==> src/rtl/sm2c_seq_divider.sv <==
// Iterative restoring divider for signed-magnitude or 2's-complement operands.
// One subtract-and-restore step per clock; quotient and remainder are returned
// in the same format as the operands.
//
// Ports:
//   clk, rst                  clock, asynchronous active-high reset
//   div_in_valid/div_in_ready operand handshake (ready only while idle)
//   div_dividend, div_divisor operands, WIDTH bits including sign
//   div_sm2c_sel              0 = 2's complement, 1 = signed magnitude
//   div_out_valid/ready       result handshake
//   div_quotient, div_remainder results, same format as the operands
//   div_by_zero               divisor magnitude was zero
//   div_overflow              2C quotient not representable (MIN / -1)
module sm2c_seq_divider #(
    parameter int unsigned WIDTH = 32
) (
    input  logic             clk,
    input  logic             rst,
    input  logic             div_in_valid,
    output logic             div_in_ready,
    input  logic [WIDTH-1:0] div_dividend,
    input  logic [WIDTH-1:0] div_divisor,
    input  logic             div_sm2c_sel,
    output logic             div_out_valid,
    input  logic             div_out_ready,
    output logic [WIDTH-1:0] div_quotient,
    output logic [WIDTH-1:0] div_remainder,
    output logic             div_by_zero,
    output logic             div_overflow
);

    localparam int unsigned CW = $clog2(WIDTH + 1);
    localparam logic [WIDTH-1:0] MIN_NEG = {1'b1, {(WIDTH-1){1'b0}}};

    localparam logic [2:0] S_IDLE = 3'd0;
    localparam logic [2:0] S_CONV = 3'd1;
    localparam logic [2:0] S_ITER = 3'd2;
    localparam logic [2:0] S_FIX  = 3'd3;
    localparam logic [2:0] S_DONE = 3'd4;

    logic [2:0]       state_q, state_d;
    logic [WIDTH-1:0] dd_q, dd_d, dv_q, dv_d;
    logic             sel_q, sel_d;
    logic             sgn_dd_q, sgn_dd_d, sgn_dv_q, sgn_dv_d;
    logic             zero_q, zero_d;
    logic [WIDTH-1:0] dvm_q, dvm_d;
    logic [WIDTH-1:0] rem_q, rem_d;
    logic [WIDTH-1:0] quo_q, quo_d;
    logic [CW-1:0]    cnt_q, cnt_d;
    logic [WIDTH-1:0] quot_q, quot_d, remo_q, remo_d;
    logic             dbz_q, dbz_d, ovf_q, ovf_d;
    logic             in_ready_q, in_ready_d, out_valid_q, out_valid_d;

    // Working values for conversion, iteration and sign fix-up
    logic [WIDTH-1:0] ddm, dvm, sh_rem, q_fix, r_fix;
    logic [WIDTH:0]   trial;
    logic             q_sgn;

    // State and datapath registers
    always_ff @(posedge clk or posedge rst) begin
        if (rst) begin
            state_q     <= S_IDLE;
            dd_q        <= '0;
            dv_q        <= '0;
            sel_q       <= 1'b0;
            sgn_dd_q    <= 1'b0;
            sgn_dv_q    <= 1'b0;
            zero_q      <= 1'b0;
            dvm_q       <= '0;
            rem_q       <= '0;
            quo_q       <= '0;
            cnt_q       <= '0;
            quot_q      <= '0;
            remo_q      <= '0;
            dbz_q       <= 1'b0;
            ovf_q       <= 1'b0;
            in_ready_q  <= 1'b1;
            out_valid_q <= 1'b0;
        end else begin
            state_q     <= state_d;
            dd_q        <= dd_d;
            dv_q        <= dv_d;
            sel_q       <= sel_d;
            sgn_dd_q    <= sgn_dd_d;
            sgn_dv_q    <= sgn_dv_d;
            zero_q      <= zero_d;
            dvm_q       <= dvm_d;
            rem_q       <= rem_d;
            quo_q       <= quo_d;
            cnt_q       <= cnt_d;
            quot_q      <= quot_d;
            remo_q      <= remo_d;
            dbz_q       <= dbz_d;
            ovf_q       <= ovf_d;
            in_ready_q  <= in_ready_d;
            out_valid_q <= out_valid_d;
        end
    end

    // Next-state and datapath logic
    always_comb begin
        state_d  = state_q;
        dd_d     = dd_q;
        dv_d     = dv_q;
        sel_d    = sel_q;
        sgn_dd_d = sgn_dd_q;
        sgn_dv_d = sgn_dv_q;
        zero_d   = zero_q;
        dvm_d    = dvm_q;
        rem_d    = rem_q;
        quo_d    = quo_q;
        cnt_d    = cnt_q;
        quot_d   = quot_q;
        remo_d   = remo_q;
        dbz_d    = dbz_q;
        ovf_d    = ovf_q;

        // SM magnitude drops the sign bit, so -0 becomes +0; 2C MIN maps to 2^(W-1)
        ddm = sel_q ? {1'b0, dd_q[WIDTH-2:0]} : (dd_q[WIDTH-1] ? WIDTH'(-dd_q) : dd_q);
        dvm = sel_q ? {1'b0, dv_q[WIDTH-2:0]} : (dv_q[WIDTH-1] ? WIDTH'(-dv_q) : dv_q);

        // Partial remainder stays below the divisor magnitude, so the shift fits in WIDTH bits
        sh_rem = {rem_q[WIDTH-2:0], quo_q[WIDTH-1]};
        trial  = {1'b0, sh_rem} - {1'b0, dvm_q};

        q_sgn = sgn_dd_q ^ sgn_dv_q;
        if (sel_q) begin
            q_fix = (quo_q == '0) ? '0 : {q_sgn, quo_q[WIDTH-2:0]};
            r_fix = (rem_q == '0) ? '0 : {sgn_dd_q, rem_q[WIDTH-2:0]};
        end else begin
            q_fix = q_sgn    ? WIDTH'(-quo_q) : quo_q;
            r_fix = sgn_dd_q ? WIDTH'(-rem_q) : rem_q;
        end

        case (state_q)
            S_IDLE: begin
                if (div_in_valid && in_ready_q) begin
                    dd_d    = div_dividend;
                    dv_d    = div_divisor;
                    sel_d   = div_sm2c_sel;
                    state_d = S_CONV;
                end
            end
            S_CONV: begin
                sgn_dd_d = dd_q[WIDTH-1];
                sgn_dv_d = dv_q[WIDTH-1];
                dvm_d    = dvm;
                rem_d    = '0;
                quo_d    = ddm;
                cnt_d    = CW'(WIDTH);
                zero_d   = (dvm == '0);
                // Divide-by-zero skips the iterations but still passes FIX,
                // giving a fixed two-step result latency
                state_d  = (dvm == '0) ? S_FIX : S_ITER;
            end
            S_ITER: begin
                rem_d = trial[WIDTH] ? sh_rem : trial[WIDTH-1:0];
                quo_d = {quo_q[WIDTH-2:0], ~trial[WIDTH]};
                cnt_d = cnt_q - CW'(1);
                if (cnt_q == CW'(1)) begin
                    state_d = S_FIX;
                end
            end
            S_FIX: begin
                if (zero_q) begin
                    quot_d = '1;
                    remo_d = dd_q;
                    dbz_d  = 1'b1;
                    ovf_d  = 1'b0;
                end else begin
                    quot_d = q_fix;
                    remo_d = r_fix;
                    dbz_d  = 1'b0;
                    ovf_d  = !sel_q && (dd_q == MIN_NEG) && (dv_q == '1);
                end
                state_d = S_DONE;
            end
            S_DONE: begin
                if (div_out_ready) begin
                    dbz_d   = 1'b0;
                    ovf_d   = 1'b0;
                    state_d = S_IDLE;
                end
            end
            default: state_d = S_IDLE;
        endcase

        in_ready_d  = (state_d == S_IDLE);
        out_valid_d = (state_d == S_DONE);
    end

    assign div_in_ready  = in_ready_q;
    assign div_out_valid = out_valid_q;
    assign div_quotient  = quot_q;
    assign div_remainder = remo_q;
    assign div_by_zero   = dbz_q;
    assign div_overflow  = ovf_q;

endmodule

==> config.mk <==
export PLATFORM = sky130hd
export DESIGN_NAME = sm2c_seq_divider
export DESIGN_NICKNAME = d
export VERILOG_FILES = /design/src/rtl/sm2c_seq_divider.sv
export SDC_FILE = /design/constraint.sdc
export NUM_CORES = 1
export LEC_CHECK = 0
export CAP_MARGIN = 20
export CELL_PAD_IN_SITES_DETAIL_PLACEMENT = 0
export CELL_PAD_IN_SITES_GLOBAL_PLACEMENT = 1
export CORE_ASPECT_RATIO = 1.5
export CORE_MARGIN = 2
export CORE_UTILIZATION = 45
export DETAILED_ROUTE_END_ITERATION = 8
export PLACE_DENSITY_LB_ADDON = 0.1
export SLEW_MARGIN = 40
export SYNTH_ARGS = -nofsm -noshare
export SYNTH_HDL_FRONTEND = slang
export SYNTH_SLANG_ARGS = --single-unit
==> constraint.sdc <==
create_clock -name clk -period 11 [get_ports clk]
set_clock_uncertainty 0.05 [all_clocks]
set_input_delay 2.2 -clock clk [delete_from_list [all_inputs] [get_ports clk]]
set_output_delay 2.2 -clock clk [all_outputs]
set_load 0.01 [all_outputs]
After elaboration in Yosys (flattened, before gate mapping). Index checks and enable logic that the tools add are counted. Widths: inputs -> output; s select.

Bits in registers: 241. Word-level logic and storage cells: 73. Bits of input ports: 69. Output and inout port bits: 68.

Add/subtract/negate cells: 6. Reductions and logical operators: 13. Equal/unequal tests: 9. Muxes and demuxes: 26. Bitwise logic cells: 2.

Operator list (count): $mux 32 (13); $neg 32->32 (4); $pmux 32 s2 (2); $logic_not 32->1 (3); $eq 32x32->1 const B (2); $sub 32x32->33 (1); $pmux 3 s5 (1); $pmux 6 s2 (1); $mux 3 (3); $eq 3x2->1 const B (2); $eq 3x3->1 const B (2); $eq 6x1->1 const B (1); $logic_not 3->1 (2); $sub 6x1->6 const B (1); $mux 1 (4); $pmux 1 s2 (2); $reduce_and 2->1 (2); $reduce_bool 2->1 (2); $eq 3x1->1 const B (1); $logic_and 1x1->1 (3); $ne 2x2->1 const B (1); $logic_not 1->1 (1); $not 1->1 (1); $xor 1x1->1 (1).

Depth between registers and ports, before layout. Gate-level depths: netlist of the first run.

Word-level depth: 7. Mapped depth: 14. Depth with buffers taken out: 13.

Worst setup path after synthesis of the first run. No wires, ideal clock.

Path type: input port to flip-flop. From: input port div_in_valid. To: register dd_q[10]. Required time: 10825 ps. Library setup time: 125 ps. Cell stages on the path: 4. Arrival: 3368 ps. Path buffers: 1. Setup slack: 7457 ps. Cell sequence: nand3_1 nor2_1 clkbuf_1 mux2_2.

Longest elaborated chain between the ends: 2.

RTL lines: start: declaration (line 19) `input logic div_in_valid,`; $logic_and 1x1->1 (line 137) `if (div_in_valid && in_ready_q) begin`; $reduce_and 2->1 (no line); end signal: assignment (line 63) `dd_q <= '0;`; end signal: assignment (line 81) `dd_q <= dd_d;`; end: declaration (line 42) `logic [WIDTH-1:0] dd_q, dd_d, dv_q, dv_d;`.

No other way between the ends. A chain may end at the register's enable or synchronous reset.

Worst setup path after layout of the first run.
From: register quo_q[31]. To: register quo_q[0].

Longest elaborated chain between the ends: 3.

RTL lines: start: declaration (line 48) `logic [WIDTH-1:0] quo_q, quo_d;`; start signal: assignment (line 89) `quo_q <= quo_d;`; $sub 32x32->33 (line 124) `trial = {1'b0, sh_rem} - {1'b0, dvm_q};`; $not 1->1 (line 158) `quo_d = {quo_q[WIDTH-2:0], ~trial[WIDTH]};`; $pmux 32 s2 (line 135) `case (state_q)`.

No other way between the ends.

==> results of run 1 <==
## sequential cells by signal (all words and copies together), names as in the netlist
signal,cells
state_q,3
cnt_q,6
div_quotient,32
zero_q,1
sgn_dd_q,1
dd_q,32
sgn_dv_q,1
dvm_q,32
rem_q,32
sel_q,1
div_out_valid,1
div_overflow,1
dv_q,32
div_by_zero,1
div_remainder,32
quo_q,32
div_in_ready,1
## cells by family after synthesis
logic type | count (synthesis)
buf+inv | 163
compound gates | 466
mux | 89
xor+xnor | 138
fa+ha+maj | 40
simple gates | 495
flops | 241
## layout make-up
class	count	area [sq um]
multi-input combinational	1228	7974
fill	3043	14730
sequential	241	6033
timing repair buffer	153	1500
inverter	56	217.7
tap	410	513.0
clock buffer	42	802.0
clock inverter	6	61.31
## per-stage QoR
step / util / instances
floorplan: - / 1632
global route: 0.5373 / 2136
global placement: 0.5094 / 2088
detailed placement: 0.5101 / 2088
CTS: 0.5373 / 2136
finish: 0.5373 / 2136
## cells in the final DEF, fill, tap and decap left out, types with 25 or more instances in the layout
cell type,synthesis,layout
dfrtp_1,240,239
o21ai_0,175,175
nand2_1,167,167
nor2_1,146,141
clkdlybuf4s50_1,0,136
a21oi_1,121,121
xor2_1,78,78
mux2_2,63,63
xnor2_1,60,60
inv_1,56,55
ha_1,39,39
o31ai_1,30,30
a22oi_1,30,30
nand3_1,28,28
clkbuf_16,0,27
mux2i_1,25,25
## final timing paths
| path | start | endpoint | slack (ns) | cells after the start |
|---|---|---|---|---|
| worst max-delay path | quo_q[31] | quo_q[0] | 6.87 | 14 |
| worst min-delay path | div_remainder[15] | div_remainder[15] | 0.43 | 2 |
| worst max register to register | quo_q[31] | quo_q[0] | 6.87 | 14 |
| worst min register to register | div_remainder[15] | div_remainder[15] | 0.43 | 2 |
| max in group asynchronous | rst | dv_q[19] | 7.62 | 3 |
| min in group asynchronous | rst | div_out_valid | 2.10 | 2 |
## synth_stat cells, types with 8 or more instances
library cell | number | area share
nand2_1 | 167 | 0.043
nand4_1 | 15 | 0.0064
inv_1 | 56 | 0.014
o31ai_1 | 30 | 0.015
clkbuf_1 | 92 | 0.024
xor2_1 | 78 | 0.047
nand2b_1 | 12 | 0.0051
a21o_1 | 14 | 0.0072
nor3_1 | 22 | 0.0075
and3_1 | 11 | 0.0047
xnor2_1 | 60 | 0.036
o21ai_0 | 175 | 0.060
nand3_1 | 28 | 0.0096
a21oi_1 | 121 | 0.041
a22oi_1 | 30 | 0.015
nor4_1 | 15 | 0.0064
mux2i_1 | 25 | 0.017
or4_1 | 8 | 0.0041
dfrtp_1 | 240 | 0.41
mux2_2 | 63 | 0.049
nor2_1 | 146 | 0.038
ha_1 | 39 | 0.033
or3_1 | 22 | 0.0094
## critical path, cell delays in order (launching register included)
cell,delay (ns)
dfrtp_1,0.42
inv_1,0.12
ha_1,0.19
inv_1,0.06
fa_1,0.40
a21o_1,0.20
a221oi_2,0.45
a211o_1,0.20
nand3_1,0.24
a22o_1,0.33
a41oi_2,0.40
o21ai_2,0.27
buf_4,0.30
nand2_1,0.21
o221ai_1,0.14
## power groups by stage
| stage | registers [mW] | logic (mW) | clock network (mW) |
|---|---|---|---|
| 2_1_floorplan | 1.68 | 2.44 | 0 |
| 6_report | 1.85 | 3.25 | 0.884 |
| 5_1_grt | 1.92 | 3.63 | 0.933 |
| 4_1_cts | 1.84 | 3.27 | 0.906 |
| 3_5_place_dp | 1.86 | 3.25 | 0 |
| 3_3_place_gp | 1.85 | 3.21 | 0 |
## metal layers
layer / track usage / vias up / part of all wire
met5: 0 / - / 0
met3: 0.02150 / 75 / 0.038
li1: - / 5967 / -
met1: 0.2817 / 5800 / 0.40
met2: 0.4535 / 291 / 0.53
met4: 0.08291 / 0 / 0.036
==> flow_summary.toml, run 1 <==
[logic_synthesis]
ys_seq_area_frac = 0.4134
synth_top_family_by_area = "compound AO/OA/AOI/OAI gates"
synth_fp_nets = 1741
syn_inst = 1632
synth_fa_ha_area_frac = 0.03481
ys_ff_latch = 241
synth_compound_area_frac = 0.1951
ys_types = 84
ys.flop_type = "dfrtp_1"
yosys_warnings = 0
async_flop_share = 1.000
synth_edf_count = 0
netlist_area_sq_um = 14590
syn_area_per_cell_sq_um = 8.942
synth-xor-area-share = 0.08283
synthMuxAreaShare = 0.06654
synthSimpleGateAreaFrac = 0.1640

[routing]
viasPerCell = 5.680
first_pass_iters = 5
ant_nets = 0
wl_mm = 40.38
wl_per_cell_um = 18.91
drt_iter0_markers = 618
vias = 12130
post-route-drc-count = 0

[sta]
rsz0062_at_grt = "false"
whs_ns = 0.4252
setup_viol = 0
slew_headroom = 0.4709
tns_ns = 0
tightest_slew_ns = 0.7928
period_minus_slack_ns = 4.135
setup_slack_ns = 6.865
period_share = 0.3759
max_freq_mhz = 241.8
hold_violations = 0
drv_slew = 0

[run_status]
status = "finished clean"

[cts]
clkTransAtPathRegs_ns = 0.06
cts_hold_buf = 0
cts_resized = 0
cts_num_sinks = 241
cts_max_path_buffers = 3
cts_buffers = 26
post_cts_buffers = 0
cts_tree = "built"
clock_latency_ns = 0.54
cts_root_buf = "clkbuf_16"
htreeDepth = 1

[placement]
gp_congestion = 0.8884
placed_cell_area_sq_um = 16240
dp_slack_ns = 6.866
place_hpwl_mm = 29.96
port_buffers = 136

[pwr]
power.density_nw_per_um2 = 349.9
p_int_mw = 3.292
peakVddDrop_uv = 154.5
power_frac_seq = 0.309
power_switching_mw = 2.692
combPwrFrac = 0.544
sw_frac_of_total = 0.4499
total_power_mw = 5.984
clock_power_share = 0.148
power.leakage_nw = 7.066

[worst_hold_path]
hp-class = "flip-flop to flip-flop"

[setup_path]
worstPathMaxFanout = 21
path_class = "flip-flop to flip-flop"
crit_required_ns = 11.34
end_kind = "flip-flop"
cp-start-kind = "flip-flop"
cp_data_arrival_time_ns = 4.47

[grt]
track_usage = 0.2408
grt_pass1_wl_mm = 64.44
grt_pass1_vias = 12050
antenna_found_initial = 0
grt.overflow.total = 0
grt_max_degree = 94

[floorplan]
fp.coreArea_sq_um = 31830
fp-row-count = 80
pin_count = 137
die_area_sq_um = 33910
start_util = 0.4585
dieWidth_um = 151.0
die_h_um = 224.6

[cells_and_area]
area_growth_syn_to_layout_pct = 17.19
stdcell_area_sq_um = 17100
drive_above_1_share = 0.09154
diodes = 0
final_nets = 1815

[flow_run]
cap_violations = 0
Note: power is estimated with default switching activity, not from simulation.
==> run 2: changes to the inputs <==
clock period = 3.85 ns   (was 11 ns; I/O delays follow)
==> run 2 against run 1 <==
  * Combinational power grew to 3.0 times the previous value
  * First-iteration DRC count grew 13%
  * Global-route usage grew 1.4 points
  * Critical path depth is the same
  * Die area is the same
  * Count of clock-buffer cells in the layout shrank 3
  * Design area grew 1.8%
  * Sequential share of layout area shrank 0.64 points
  * Total power grew to 2.9 times the previous value
  * Maximum frequency grew 14%
  * Largest cell class unchanged
==> flow_summary.toml, run 2 (synthesis gave the netlist of run 1 again) <==
[run_status]
status = "finished clean"

[setup_path]
path_class = "flip-flop to flip-flop"
cp_data_arrival_time_ns = 4.01
worstPathMaxFanout = 5
cp-start-kind = "flip-flop"
crit_family = "compound AO/OA/AOI/OAI gates"
crit_required_ns = 4.25
cpMaxStageDelayCell = "or4b_1"
end_kind = "flip-flop"
path_buf_inv = 3
cpMostUsedCell = "inv_1"
crit_path_cell_trace = "inv_1, ha_1, inv_1, fa_1, a21o_1, a221oi_2, buf_4, a211o_1, nand3_1, a22o_1, a41oi_4, or4b_1, o2111a_1, o31ai_1"
cp_slowest_stage_delay_ns = 0.47

[sta]
period_minus_slack_ns = 3.614
setup_viol = 0
setup_slack_ns = 0.2359
period_share = 0.9387
tightest_slew_ns = 0.7884
slew_headroom = 0.4744
max_freq_mhz = 276.7
rsz0062_at_grt = "false"
tns_ns = 0
drv_slew = 0
hold_violations = 0

[pwr]
peakVddDrop_uv = 528.3
sw_frac_of_total = 0.4492
power.leakage_nw = 7.255
total_power_mw = 17.64
power.density_nw_per_um2 = 1013
clock_power_share = 0.147
power_switching_mw = 7.926
p_int_mw = 9.716
power_frac_seq = 0.298
combPwrFrac = 0.555

[cells_and_area]
drive_above_1_share = 0.1097
final_core_util = 0.5472
final_common_cell = "dfrtp_1"
final_cells = 2170
diodes = 0
area_growth_syn_to_layout_pct = 19.35
final_nets = 1849
layout_common_cells = "dfrtp_1, o21ai_0, nand2_1"
fill_cells = 2991

[cts]
post_cts_buffers = 0
cts_max_path_buffers = 3
cts_num_sinks = 241
htreeDepth = 1
cts_tree = "built"
cts_root_buf = "clkbuf_16"
clock_latency_ns = 0.56
clkTransAtPathRegs_ns = 0.06
cts_buffers = 27
cts_hold_buf = 0

[grt]
antenna_found_initial = 0
grt_max_degree = 127
grt_pass1_vias = 12370
grt.overflow.total = 0
track_usage = 0.2545
grt_pass1_wl_mm = 67.49

[placement]
dp_slack_ns = 0.2396
place_hpwl_mm = 32.10
gp_congestion = 0.9285
port_buffers = 136
dp_cells = 2120

[routing]
vias = 12380
wl_mm = 42.50
drt_iter0_markers = 696
viasPerCell = 5.704
maxUsedRoutingLayer = "met4"
first_pass_iters = 5
met2_wirelength_mm = 22.67
dr_wl_met3_mm = 1.605
ant_nets = 0
wl_per_cell_um = 19.59
m1WireLength_mm = 16.52
post-route-drc-count = 0

[floorplan]
fp-row-count = 80
start_util = 0.4585
die_area_sq_um = 33910
pin_count = 137
dieWidth_um = 151.0
fp.coreArea_sq_um = 31830
die_h_um = 224.6

[flow_run]
cap_violations = 0

[worst_hold_path]
hp-class = "flip-flop to flip-flop"
-- run 2: worst paths after layout --
kind,slack [ns],cells past startpoint,end,from
max in group asynchronous,2.19,3,div_quotient[26],rst
max reg2reg,0.24,14,rem_q[30],quo_q[31]
min,0.43,2,dvm_q[26],dvm_q[26]
min in group asynchronous,0.50,2,div_quotient[3],rst
max,0.24,14,rem_q[30],quo_q[31]
min reg2reg,0.43,2,dvm_q[26],dvm_q[26]
-- run 2: timing repair --
action                                  4_1_cts  5_1_grt
endpoints found under the hold margin         0        0
endpoints found under the setup margin        0        1
resized for setup                             0        1
-- run 2: layer usage --
metal | up-vias | global-route usage
met5 | - | 0
met4 | 0 | 0.1010
met3 | 96 | 0.02677
met2 | 316 | 0.4787
met1 | 5929 | 0.2900
li1 | 6037 | -
-- run 2: power by group through the flow --
stage / Clock [mW] / Sequential, mW / Combinational (mW)
2_1_floorplan: 0 / 4.79 / 6.98
3_3_place_gp: 0 / 5.25 / 9.65
3_5_place_dp: 0 / 5.30 / 9.74
4_1_cts: 2.66 / 5.25 / 9.79
5_1_grt: 2.74 / 5.45 / 10.9
6_report: 2.59 / 5.27 / 9.79
-- run 2: cell type report --
type,count,area (sq um),area share
inverters,56,214.0,0.01228
flip-flops and latches,241,6033,0.3464
clock inverters,10,103.9,0.005963
clock buffers,39,780.7,0.04483
well taps,410,513.0,0.02945
multi-input cells,1228,7978,0.4580
repair buffers,186,1794,0.1030
-- run 2: per-stage QoR --
stage                     instance area, sq um  hold slack (ns)
after global placement                   16490           0.4127
after floorplan                          14600           0.3956
after global routing                     17420           0.4437
after CTS                                17380           0.4333
final                                    17420           0.4276
after detailed placement                 16490           0.4203
-- run 2: worst reg2reg max path: stages, from the launching register on --
cell and delay [ns]:
dfrtp_1 0.42, inv_1 0.12, ha_1 0.18, inv_1 0.05, fa_1 0.39, a21o_1 0.19, a221oi_2 0.21, buf_4 0.17
a211o_1 0.13, nand3_1 0.16, a22o_1 0.30, a41oi_4 0.31, or4b_1 0.47, o2111a_1 0.15, o31ai_1 0.19
